===== config.mk =====
export PLATFORM = sky130hd
export DESIGN_NAME = dac_update_scheduler
export DESIGN_NICKNAME = d
export VERILOG_FILES = /design/src/rtl/dac_sched_pkg.sv /design/src/rtl/dac_update_scheduler_arbiter.sv /design/src/rtl/dac_update_scheduler.sv
export SDC_FILE = /design/constraint.sdc
export NUM_CORES = 1
export LEC_CHECK = 0
export CAP_MARGIN = 25
export CORE_ASPECT_RATIO = 0.7
export CORE_MARGIN = 8
export CORE_UTILIZATION = 45
export CTS_CLUSTER_DIAMETER = 30
export CTS_CLUSTER_SIZE = 20
export DETAILED_ROUTE_END_ITERATION = 12
export PLACE_DENSITY = 0.8
export SYNTH_ARGS = -nofsm -noshare
export SYNTH_HDL_FRONTEND = slang
export SYNTH_HIERARCHICAL = 1
export SYNTH_SLANG_ARGS = --single-unit

===== constraint.sdc =====
create_clock -name clk -period 3 [get_ports clk]
set_clock_uncertainty 0.1 [all_clocks]
set_input_delay 0.9 -clock clk [delete_from_list [all_inputs] [get_ports clk]]
set_output_delay 0.9 -clock clk [all_outputs]
set_load 0.01 [all_outputs]

===== src/rtl/dac_sched_pkg.sv =====
// Shared types and constants for the DAC update scheduler.
// The frame command nibble depends on the DAC_LDAC_EN macro (see dac_update_scheduler).
package dac_sched_pkg;

    typedef enum logic [2:0] {
        IDLE  = 3'd0,
        SETUP = 3'd1,
        SHIFT = 3'd2,
        HOLD  = 3'd3,
        GAP   = 3'd4,
        LDAC  = 3'd5
    } sched_state_t;

    localparam logic [3:0] CMD_WR_UPD = 4'b0011;
    localparam logic [3:0] CMD_WR     = 4'b0000;
    localparam int         FRAME_W    = 24;
    localparam int         NUM_CH     = 4;

    // A DAC write frame is {command, 2'b00, channel, data}.
    function automatic logic [FRAME_W-1:0] build_frame(
        input logic [3:0]  cmd,
        input logic [1:0]  ch,
        input logic [15:0] data
    );
        return {cmd, 2'b00, ch, data};
    endfunction

endpackage


===== src/rtl/dac_update_scheduler_arbiter.sv =====
// Four-way round-robin arbiter, purely combinational.
// Search starts at the channel after 'last' and wraps around.
module rr_arbiter4
    import dac_sched_pkg::*;
(
    input  logic [3:0] req,
    input  logic [1:0] last,
    output logic       gnt_valid,
    output logic [1:0] gnt_idx
);

    logic [1:0] cand;

    // Walk the offsets from farthest to nearest so the nearest requester wins.
    always_comb begin
        gnt_valid = 1'b0;
        gnt_idx   = 2'd0;
        cand      = 2'd0;
        for (int i = NUM_CH - 1; i >= 0; i--) begin
            cand = last + 2'(i + 1);
            if (req[cand]) begin
                gnt_valid = 1'b1;
                gnt_idx   = cand;
            end
        end
    end

endmodule


===== src/rtl/dac_update_scheduler.sv =====
// Serialises four channel update requests onto one shared SPI DAC.
// Pending flags latch the strobes; a round-robin arbiter picks one channel
// from IDLE and the FSM shifts a 24-bit write frame out MSB first.
// Optional macro DAC_LDAC_EN: write-input-register command plus an LDAC
// pulse once the pending queue has drained.
module dac_update_scheduler
    import dac_sched_pkg::*;
#(
    parameter int CLK_DIV       = 4,
    parameter int INIT_ON_RESET = 1
) (
    input  logic        clk,
    input  logic        rst,
    input  logic [3:0]  upd_req,
    input  logic [63:0] upd_value,
    output logic        dac_cs_n,
    output logic        dac_sclk,
    output logic        dac_sdi,
    output logic        dac_ldac_n,
    output logic        busy,
    output logic [3:0]  pending,
    output logic [1:0]  active_ch,
    output logic        frame_done
);

    localparam logic [7:0] DIV_LAST  = 8'(CLK_DIV - 1);
    localparam logic [4:0] BIT_LAST  = 5'(FRAME_W - 1);
    localparam logic [3:0] PEND_INIT = (INIT_ON_RESET != 0) ? 4'hF : 4'h0;
`ifdef DAC_LDAC_EN
    localparam logic [3:0] FRAME_CMD = CMD_WR;
`else
    localparam logic [3:0] FRAME_CMD = CMD_WR_UPD;
`endif

    sched_state_t       state;
    logic [7:0]         div_cnt;
    logic [4:0]         bit_cnt;
    logic [FRAME_W-2:0] shreg;
    logic [1:0]         last_ch;

    logic               gnt_valid;
    logic [1:0]         gnt_idx;
    logic               grant;
    logic [3:0]         grant_mask;
    logic [15:0]        gnt_data;
    logic [FRAME_W-1:0] gnt_frame;
    logic               div_last;

    rr_arbiter4 u_arb (
        .req       (pending),
        .last      (last_ch),
        .gnt_valid (gnt_valid),
        .gnt_idx   (gnt_idx)
    );

    assign grant     = (state == IDLE) && gnt_valid;
    assign div_last  = (div_cnt == DIV_LAST);
    assign gnt_data  = upd_value[{gnt_idx, 4'b0000} +: 16];
    assign gnt_frame = build_frame(FRAME_CMD, gnt_idx, gnt_data);

    // One-hot mask of the channel being granted this cycle (zero otherwise).
    always_comb begin
        grant_mask = 4'h0;
        if (grant) begin
            grant_mask[gnt_idx] = 1'b1;
        end
    end

    // Pending flags: cleared on grant, but a same-cycle strobe re-arms the flag.
    always_ff @(posedge clk) begin
        if (rst) begin
            pending <= PEND_INIT;
        end else begin
            pending <= (pending & ~grant_mask) | upd_req;
        end
    end

    // Frame sequencer: every output is registered and updated with the state.
    always_ff @(posedge clk) begin
        if (rst) begin
            state      <= IDLE;
            div_cnt    <= 8'd0;
            bit_cnt    <= 5'd0;
            shreg      <= '0;
            last_ch    <= 2'd3;
            active_ch  <= 2'd0;
            dac_cs_n   <= 1'b1;
            dac_sclk   <= 1'b0;
            dac_sdi    <= 1'b0;
            dac_ldac_n <= 1'b1;
            busy       <= 1'b0;
            frame_done <= 1'b0;
        end else begin
            frame_done <= 1'b0;
            case (state)
                IDLE: begin
                    if (grant) begin
                        state     <= SETUP;
                        div_cnt   <= 8'd0;
                        bit_cnt   <= 5'd0;
                        shreg     <= gnt_frame[FRAME_W-2:0];
                        last_ch   <= gnt_idx;
                        active_ch <= gnt_idx;
                        dac_cs_n  <= 1'b0;
                        dac_sclk  <= 1'b0;
                        dac_sdi   <= gnt_frame[FRAME_W-1];
                        busy      <= 1'b1;
                    end
                end
                SETUP: begin
                    if (div_last) begin
                        state   <= SHIFT;
                        div_cnt <= 8'd0;
                    end else begin
                        div_cnt <= div_cnt + 8'd1;
                    end
                end
                SHIFT: begin
                    if (div_last) begin
                        div_cnt <= 8'd0;
                        if (!dac_sclk) begin
                            dac_sclk <= 1'b1;
                        end else begin
                            dac_sclk <= 1'b0;
                            if (bit_cnt == BIT_LAST) begin
                                state <= HOLD;
                            end else begin
                                bit_cnt <= bit_cnt + 5'd1;
                                dac_sdi <= shreg[FRAME_W-2];
                                shreg   <= {shreg[FRAME_W-3:0], 1'b0};
                            end
                        end
                    end else begin
                        div_cnt <= div_cnt + 8'd1;
                    end
                end
                HOLD: begin
                    if (div_last) begin
                        state      <= GAP;
                        div_cnt    <= 8'd0;
                        dac_cs_n   <= 1'b1;
                        dac_sdi    <= 1'b0;
                        frame_done <= (DIV_LAST == 8'd0);
                    end else begin
                        div_cnt <= div_cnt + 8'd1;
                    end
                end
                GAP: begin
                    if (div_last) begin
                        div_cnt <= 8'd0;
`ifdef DAC_LDAC_EN
                        if (pending == 4'h0) begin
                            state      <= LDAC;
                            dac_ldac_n <= 1'b0;
                        end else begin
                            state <= IDLE;
                            busy  <= 1'b0;
                        end
`else
                        state <= IDLE;
                        busy  <= 1'b0;
`endif
                    end else begin
                        div_cnt    <= div_cnt + 8'd1;
                        frame_done <= ((div_cnt + 8'd1) == DIV_LAST);
                    end
                end
                LDAC: begin
                    if (div_last) begin
                        div_cnt    <= 8'd0;
                        dac_ldac_n <= 1'b1;
                        state      <= IDLE;
                        busy       <= 1'b0;
                    end else begin
                        div_cnt <= div_cnt + 8'd1;
                    end
                end
                default: begin
                    state    <= IDLE;
                    dac_cs_n <= 1'b1;
                    dac_sclk <= 1'b0;
                    busy     <= 1'b0;
                end
            endcase
        end
    end

endmodule


==> results of run 1 <==
==> registers in the layout, summed over array words and instances (netlist names) <==
register and count:
dac_cs_n 1, busy 1, dac_sclk 1, pending 4
div_cnt 8, shreg 23, frame_done 1, dac_sdi 1
state 3, active_ch 2, last_ch 2, bit_cnt 5
==> synth_stat cells (all sizes together) (2+ instances only) <==
cell type,n,share of area [%]
a41oi,3,0.88
o31ai,16,4.0
dfxtp,52,35
nor2,10,1.3
a211oi,3,0.92
a311oi,6,2.0
nor2b,2,0.42
nor3,8,1.5
xnor2,3,0.88
a21oi,42,7.2
mux2i,17,5.7
inv,5,0.63
nand3b,2,0.50
ha,4,1.7
mux4,16,12
nor4b,3,1.6
clkbuf,12,1.5
a31o,2,0.59
o21ai,6,1.0
o22ai,4,0.84
nand3,16,2.9
a22oi,2,0.50
or3b,2,0.59
nand4,7,1.7
o21a,3,0.76
nand2b,6,1.3
buf,16,3.3
nand2,26,3.3
==> metrics by stage <==
stage | hold WS, ns | cells | utilization (%) | area [µm²]
final | 0.370 | 464 | 62.1 | 3920
after global placement | 0.352 | 456 | 60.7 | 3830
after detailed placement | 0.356 | 456 | 60.7 | 3830
after CTS | 0.371 | 464 | 62.1 | 3920
after floorplan | 0.344 | 315 | - | 2980
after global routing | 0.397 | 464 | 62.1 | 3920
==> metal layers <==
layer  vias to the layer above  share of wire, %  GRT usage [%]
li1                       1346                 -              -
met1                      1281                44           21.0
met2                        87                47           25.9
met3                        13               6.8           4.48
met4                         0               1.7           5.42
met5                         -                 0              0
==> kinds of logic after synthesis <==
logic type / Yosys count / share of synthesized area (%)
compound gates: 96 / 21.4
xor+xnor: 4 / 1.18
fa+ha+maj: 4 / 1.68
buf+inv: 34 / 5.55
flops: 52 / 35.0
mux: 33 / 17.8
other cells: 1 / 0.126
simple gates: 91 / 17.3
==> power by group through the flow <==
stage / Clock, W / Sequential (W) / Combinational (W)
2_1_floorplan: 0 / 0.000840 / 0.000456
4_1_cts: 0.000417 / 0.000842 / 0.000671
3_3_place_gp: 0 / 0.000854 / 0.000652
6_report: 0.000407 / 0.000843 / 0.000663
3_5_place_dp: 0 / 0.000856 / 0.000670
5_1_grt: 0.000448 / 0.000855 / 0.000731
==> worst max-delay path: stages, from the launching register on <==
cell	delay (ns)
dfxtp_1	0.47
ha_1	0.28
nor4b_4	0.38
and4_1	0.69
buf_4	0.27
o31ai_1	0.08
a21oi_1	0.15
==> path summary, 6_finish.rpt <==
path	start	cells past startpoint	end
max	div_cnt[0]	6	shreg[7]
min reg2reg	shreg[20]	2	shreg[20]
min	shreg[20]	2	shreg[20]
max reg2reg	div_cnt[0]	6	shreg[7]
==> area by class of cell <==
| type | count | area [µm²] | area share, % |
|---|---|---|---|
| Multi-Input combinational cell | 229 | 1780 | 45.5 |
| Sequential cell | 52 | 1040 | 26.6 |
| Timing Repair Buffer | 91 | 883 | 22.5 |
| Tap cell | 78 | 97.6 | 2.49 |
| Clock buffer | 5 | 68.8 | 1.76 |
| Inverter | 6 | 22.5 | 0.575 |
| Clock inverter | 3 | 21.3 | 0.543 |
==> impl_metrics.env, run 1 <==
export IMPL_status="finished clean"
export IMPL_yosys_warnings=6
export IMPL_grt_pass1_vias=2694
export IMPL_power_switching_w=0.000599
export IMPL_dr_pass1_iters=4
export IMPL_rsz0062_at_grt="no"
export IMPL_worst_slack_ns=0.505
export IMPL_swShare_pct=31.3
export IMPL_p_leak_nw=1.48
export IMPL_ys_seq_elements=52
export IMPL_numCtsBuffers=5
export IMPL_synth_fp_nets=389
export IMPL_p_clk_share_pct=21.3
export IMPL_postCtsSetupRepairBufs=0
export IMPL_max_slew_margin_pct=36.1
export IMPL_synth_cell_types=61
export IMPL_pin_count=82
export IMPL_setup_worst_path_class="reg -> reg"
export IMPL_syn_area_per_cell_um2=9.45
export IMPL_h_tree_depth=2
export IMPL_io_buffer_count=80
export IMPL_power_density_nw_per_um2=488
export IMPL_insertion_delay_ns=0.31
export IMPL_path_max_fanout=18
export IMPL_crit_required_ns=3.14
export IMPL_place_hpwl_um=5780
export IMPL_grtUsageTotal_pct=16.4
export IMPL_dieArea_um2=9510
export IMPL_hold_viol=0
export IMPL_worst_pin_slew_ns=0.958
export IMPL_grt_overflow=0
export IMPL_drv_slew=0
export IMPL_arrival_ns=2.63
export IMPL_layout_common_cells="clkdlybuf4s50_1, dfxtp_1, a21oi_1"
export IMPL_synth_area_um2=2980
export IMPL_synthCells=315
export IMPL_combPwrFrac_pct=34.6
export IMPL_syn_to_final_growth_pct=31.6
export IMPL_pre_cts_slack_ns=0.354
export IMPL_wirelength_um=7720
export IMPL_vias=2727
export IMPL_crit_path_end_kind="flip-flop"
export IMPL_timing_final_crit_share_pct=83.2
export IMPL_power_frac_seq_pct=44.1
export IMPL_synth_edf_count=0
export IMPL_intPower_w=0.00131
export IMPL_final_common_cell="clkdlybuf4s50_1"
export IMPL_cts_root_buffer="clkbuf_8"
export IMPL_die_h_um=84.0
export IMPL_drt_iter0_markers=171
export IMPL_path_clk_slew_ns=0.10
export IMPL_ys_seq_area_share_pct=35.0
export IMPL_min_path_type="reg -> reg"
export IMPL_n_fill_cell=541
export IMPL_place_congestion=0.826
export IMPL_wl_per_cell_um=16.6
export IMPL_async_reset_ff_share_pct=0
export IMPL_nNetsFinal=459
export IMPL_num_rows=24
export IMPL_synth_ff_type="dfxtp_1"
export IMPL_drv_cap=0
export IMPL_clock_sinks=52
export IMPL_cts_tree="done"
export IMPL_grt_max_degree=26
export IMPL_core_um2=6310
export IMPL_r2r_slack_ns=0.50
export IMPL_ir_drop_mv=0.272
export IMPL_clk_path_buf_depth=2
export IMPL_setup_viol=0
export IMPL_drive_gt1_share_pct=12.2
export IMPL_holdBufCountCts=0
export IMPL_grt_pass1_wl_um=13100
export IMPL_post_cts_resize_count=0
export IMPL_diodes=0
export IMPL_drtAntennaViolNets=0
export IMPL_antenna_found_initial=0
export IMPL_fin_crit_ns=2.50
export IMPL_viasPerCell=5.88
export IMPL_drc=0
export IMPL_fmax_mhz=401
export IMPL_start_util_pct=47.2
export IMPL_crit_path_start_kind="flip-flop"
export IMPL_die_w_um=113
export IMPL_fin_setup_tns_ns=0
export IMPL_total_power_w=0.00191
Power figures use the tool's default switching activity.
==> run 2: changes to the inputs <==
--- a/config.mk
+++ b/config.mk
@@ -8,11 +8,11 @@
 export CAP_MARGIN = 25
 export CORE_ASPECT_RATIO = 0.7
 export CORE_MARGIN = 8
-export CORE_UTILIZATION = 45
+export CORE_UTILIZATION = 44
 export CTS_CLUSTER_DIAMETER = 30
 export CTS_CLUSTER_SIZE = 20
 export DETAILED_ROUTE_END_ITERATION = 12
-export PLACE_DENSITY = 0.8
+export PLACE_DENSITY = 0.81
 export SYNTH_ARGS = -nofsm -noshare
 export SYNTH_HDL_FRONTEND = slang
 export SYNTH_HIERARCHICAL = 1
==> constraint.sdc (replaced) <==
create_clock -name clk -period 2.2 [get_ports clk]
set_clock_uncertainty 0.1 [all_clocks]
set_input_delay 0.66 -clock clk [delete_from_list [all_inputs] [get_ports clk]]
set_output_delay 0.66 -clock clk [all_outputs]
set_load 0.01 [all_outputs]
==> run 2 against run 1 <==
Against the previous run:
- the flow now finishes with violations (negative setup slack)
- sequential cell count stayed put
- highest routed layer unchanged
- critical path type unchanged
- global-route usage rose by 0.62 points
- core utilization is 0.17 points higher
- count of clock-buffer cells in the layout up 1
- clock power grew 28%
==> impl_metrics.env, run 2 (synthesis results as in run 1) <==
export IMPL_status="finished with violations"
export IMPL_violations="negative setup slack"
export IMPL_grt_overflow=0
export IMPL_max_slew_margin_pct=62.9
export IMPL_crit_required_ns=2.28
export IMPL_setup_viol=1
export IMPL_numCtsBuffers=5
export IMPL_timing_final_crit_share_pct=101
export IMPL_grtUsageTotal_pct=17.0
export IMPL_die_h_um=84.8
export IMPL_pin_count=82
export IMPL_die_w_um=114
export IMPL_cp_buffers_inverters=1
export IMPL_hold_viol=0
export IMPL_worst_pin_slew_ns=0.555
export IMPL_diodes=0
export IMPL_ir_drop_mv=0.414
export IMPL_fmax_mhz=451
export IMPL_slowest_delay_ns=0.50
export IMPL_total_power_w=0.00274
export IMPL_cts_root_buffer="clkbuf_8"
export IMPL_nNetsFinal=472
export IMPL_slowest_stage="mux4_2"
export IMPL_layout_common_cells="clkdlybuf4s50_1, dfxtp_1, a21oi_1"
export IMPL_antenna_found_initial=0
export IMPL_dr_pass1_iters=5
export IMPL_largestRegisters="shreg (23), div_cnt (8), bit_cnt (5)"
export IMPL_drt_iter0_markers=272
export IMPL_worst_slack_ns=-0.0185
export IMPL_insertion_delay_ns=0.30
export IMPL_min_path_type="reg -> reg"
export IMPL_cts_tree="done"
export IMPL_largest_register_ffs=23
export IMPL_num_rows=25
export IMPL_final_common_cell="clkdlybuf4s50_1"
export IMPL_drtAntennaViolNets=0
export IMPL_grt_pass1_vias=2810
export IMPL_drc=0
export IMPL_drive_gt1_share_pct=16.1
export IMPL_place_congestion=0.861
export IMPL_drv_slew=0
export IMPL_grt_max_degree=24
export IMPL_vias=2877
export IMPL_h_tree_depth=2
export IMPL_start_util_pct=44.7
export IMPL_place_hpwl_um=6170
export IMPL_critPathTopFamily="multiplexers"
export IMPL_io_buffer_count=80
export IMPL_top_register="shreg"
export IMPL_power_density_nw_per_um2=661
export IMPL_grt_pass1_wl_um=13600
export IMPL_wl_per_cell_um=17.7
export IMPL_arrival_ns=2.30
export IMPL_fin_crit_ns=2.22
export IMPL_path_cells="and2b_1 > a21oi_2 > o221ai_4 > clkbuf_16 > mux4_2 > mux2i_1 > a21oi_1"
export IMPL_path_max_fanout=5
export IMPL_viasPerCell=5.85
export IMPL_whs_ns=0.369
export IMPL_crit_path_end_kind="flip-flop"
export IMPL_path_clk_slew_ns=0.09
export IMPL_core_um2=6660
export IMPL_syn_to_final_growth_pct=39.4
export IMPL_drv_cap=0
export IMPL_crit_path_start_kind="flip-flop"
export IMPL_rsz0062_at_grt="yes"
export IMPL_setup_worst_path_class="reg -> reg"
export IMPL_wirelength_um=8710
export IMPL_dieArea_um2=9690
export IMPL_utilization_pct=62.3
export IMPL_clock_sinks=52
export IMPL_clk_path_buf_depth=2
export IMPL_p_leak_nw=1.58
[run 2: cell count changes in the layout (fill, tap and decap cells not counted), moves of 2 or more]
cell | before | now
dfxtp_4 | 0 | 2
buf_12 | 0 | 5
clkbuf_16 | 0 | 2
buf_4 | 11 | 17
dfxtp_1 | 52 | 48
dfxtp_2 | 0 | 2
[run 2: repair_timing]
item | in CTS | in global routing
buffers inserted | 0 | 2
setup endpoints to repair | 0 | 11
gates resized for setup | 0 | 10
hold buffers | 0 | 0
[run 2: worst reg2reg max path: stages, from the launching register on]
cell       delay, ns
dfxtp_4         0.36
and2b_1         0.22
a21oi_2         0.06
o221ai_4        0.33
clkbuf_16       0.23
mux4_2          0.50
mux2i_1         0.21
a21oi_1         0.11
[run 2: worst paths after layout]
| check | start | end | slack [ns] | depth (start not counted) |
|---|---|---|---|---|
| max | pending[2] | shreg[15] | -0.02 | 7 |
| min | active_ch[0] | active_ch[0] | 0.37 | 2 |
| max reg2reg | pending[2] | shreg[15] | -0.02 | 7 |
| min reg2reg | active_ch[0] | active_ch[0] | 0.37 | 2 |
[run 2: routing by layer]
metal | share of wire [%] | GRT usage [%] | vias up
li1 | - | - | 1367
met5 | 0 | 0 | -
met2 | 50 | 29.0 | 103
met4 | 1.9 | 4.81 | 0
met1 | 42 | 20.9 | 1385
met3 | 6.3 | 3.97 | 22
[run 2: area by class of cell]
type / count / area [µm²]
fillers: 525 / 2510
multi-input cells: 229 / 1800
repair buffers: 104 / 1080
flip-flops and latches: 52 / 1050
well taps: 94 / 118
clock buffers: 6 / 72.6
inverters: 6 / 22.5
clock inverters: 1 / 5.00
[run 2: power by group]
group          internal [W]  switching, W
Combinational      0.000611      0.000463
Clock              0.000217      0.000304
Sequential          0.00106     0.0000871
Total               0.00189      0.000855
[run 2: metrics by stage]
step / std cells / setup slack, ns / TNS, ns / area (µm²)
after floorplan: 315 / 0.0878 / 0 / 2980
after global placement: 481 / 0.122 / 0 / 3980
after detailed placement: 481 / 0.0680 / 0 / 3980
after CTS: 488 / 0.0572 / 0 / 4060
after global routing: 492 / -0.0502 / -0.134 / 4150
final: 492 / -0.0185 / -0.0185 / 4150
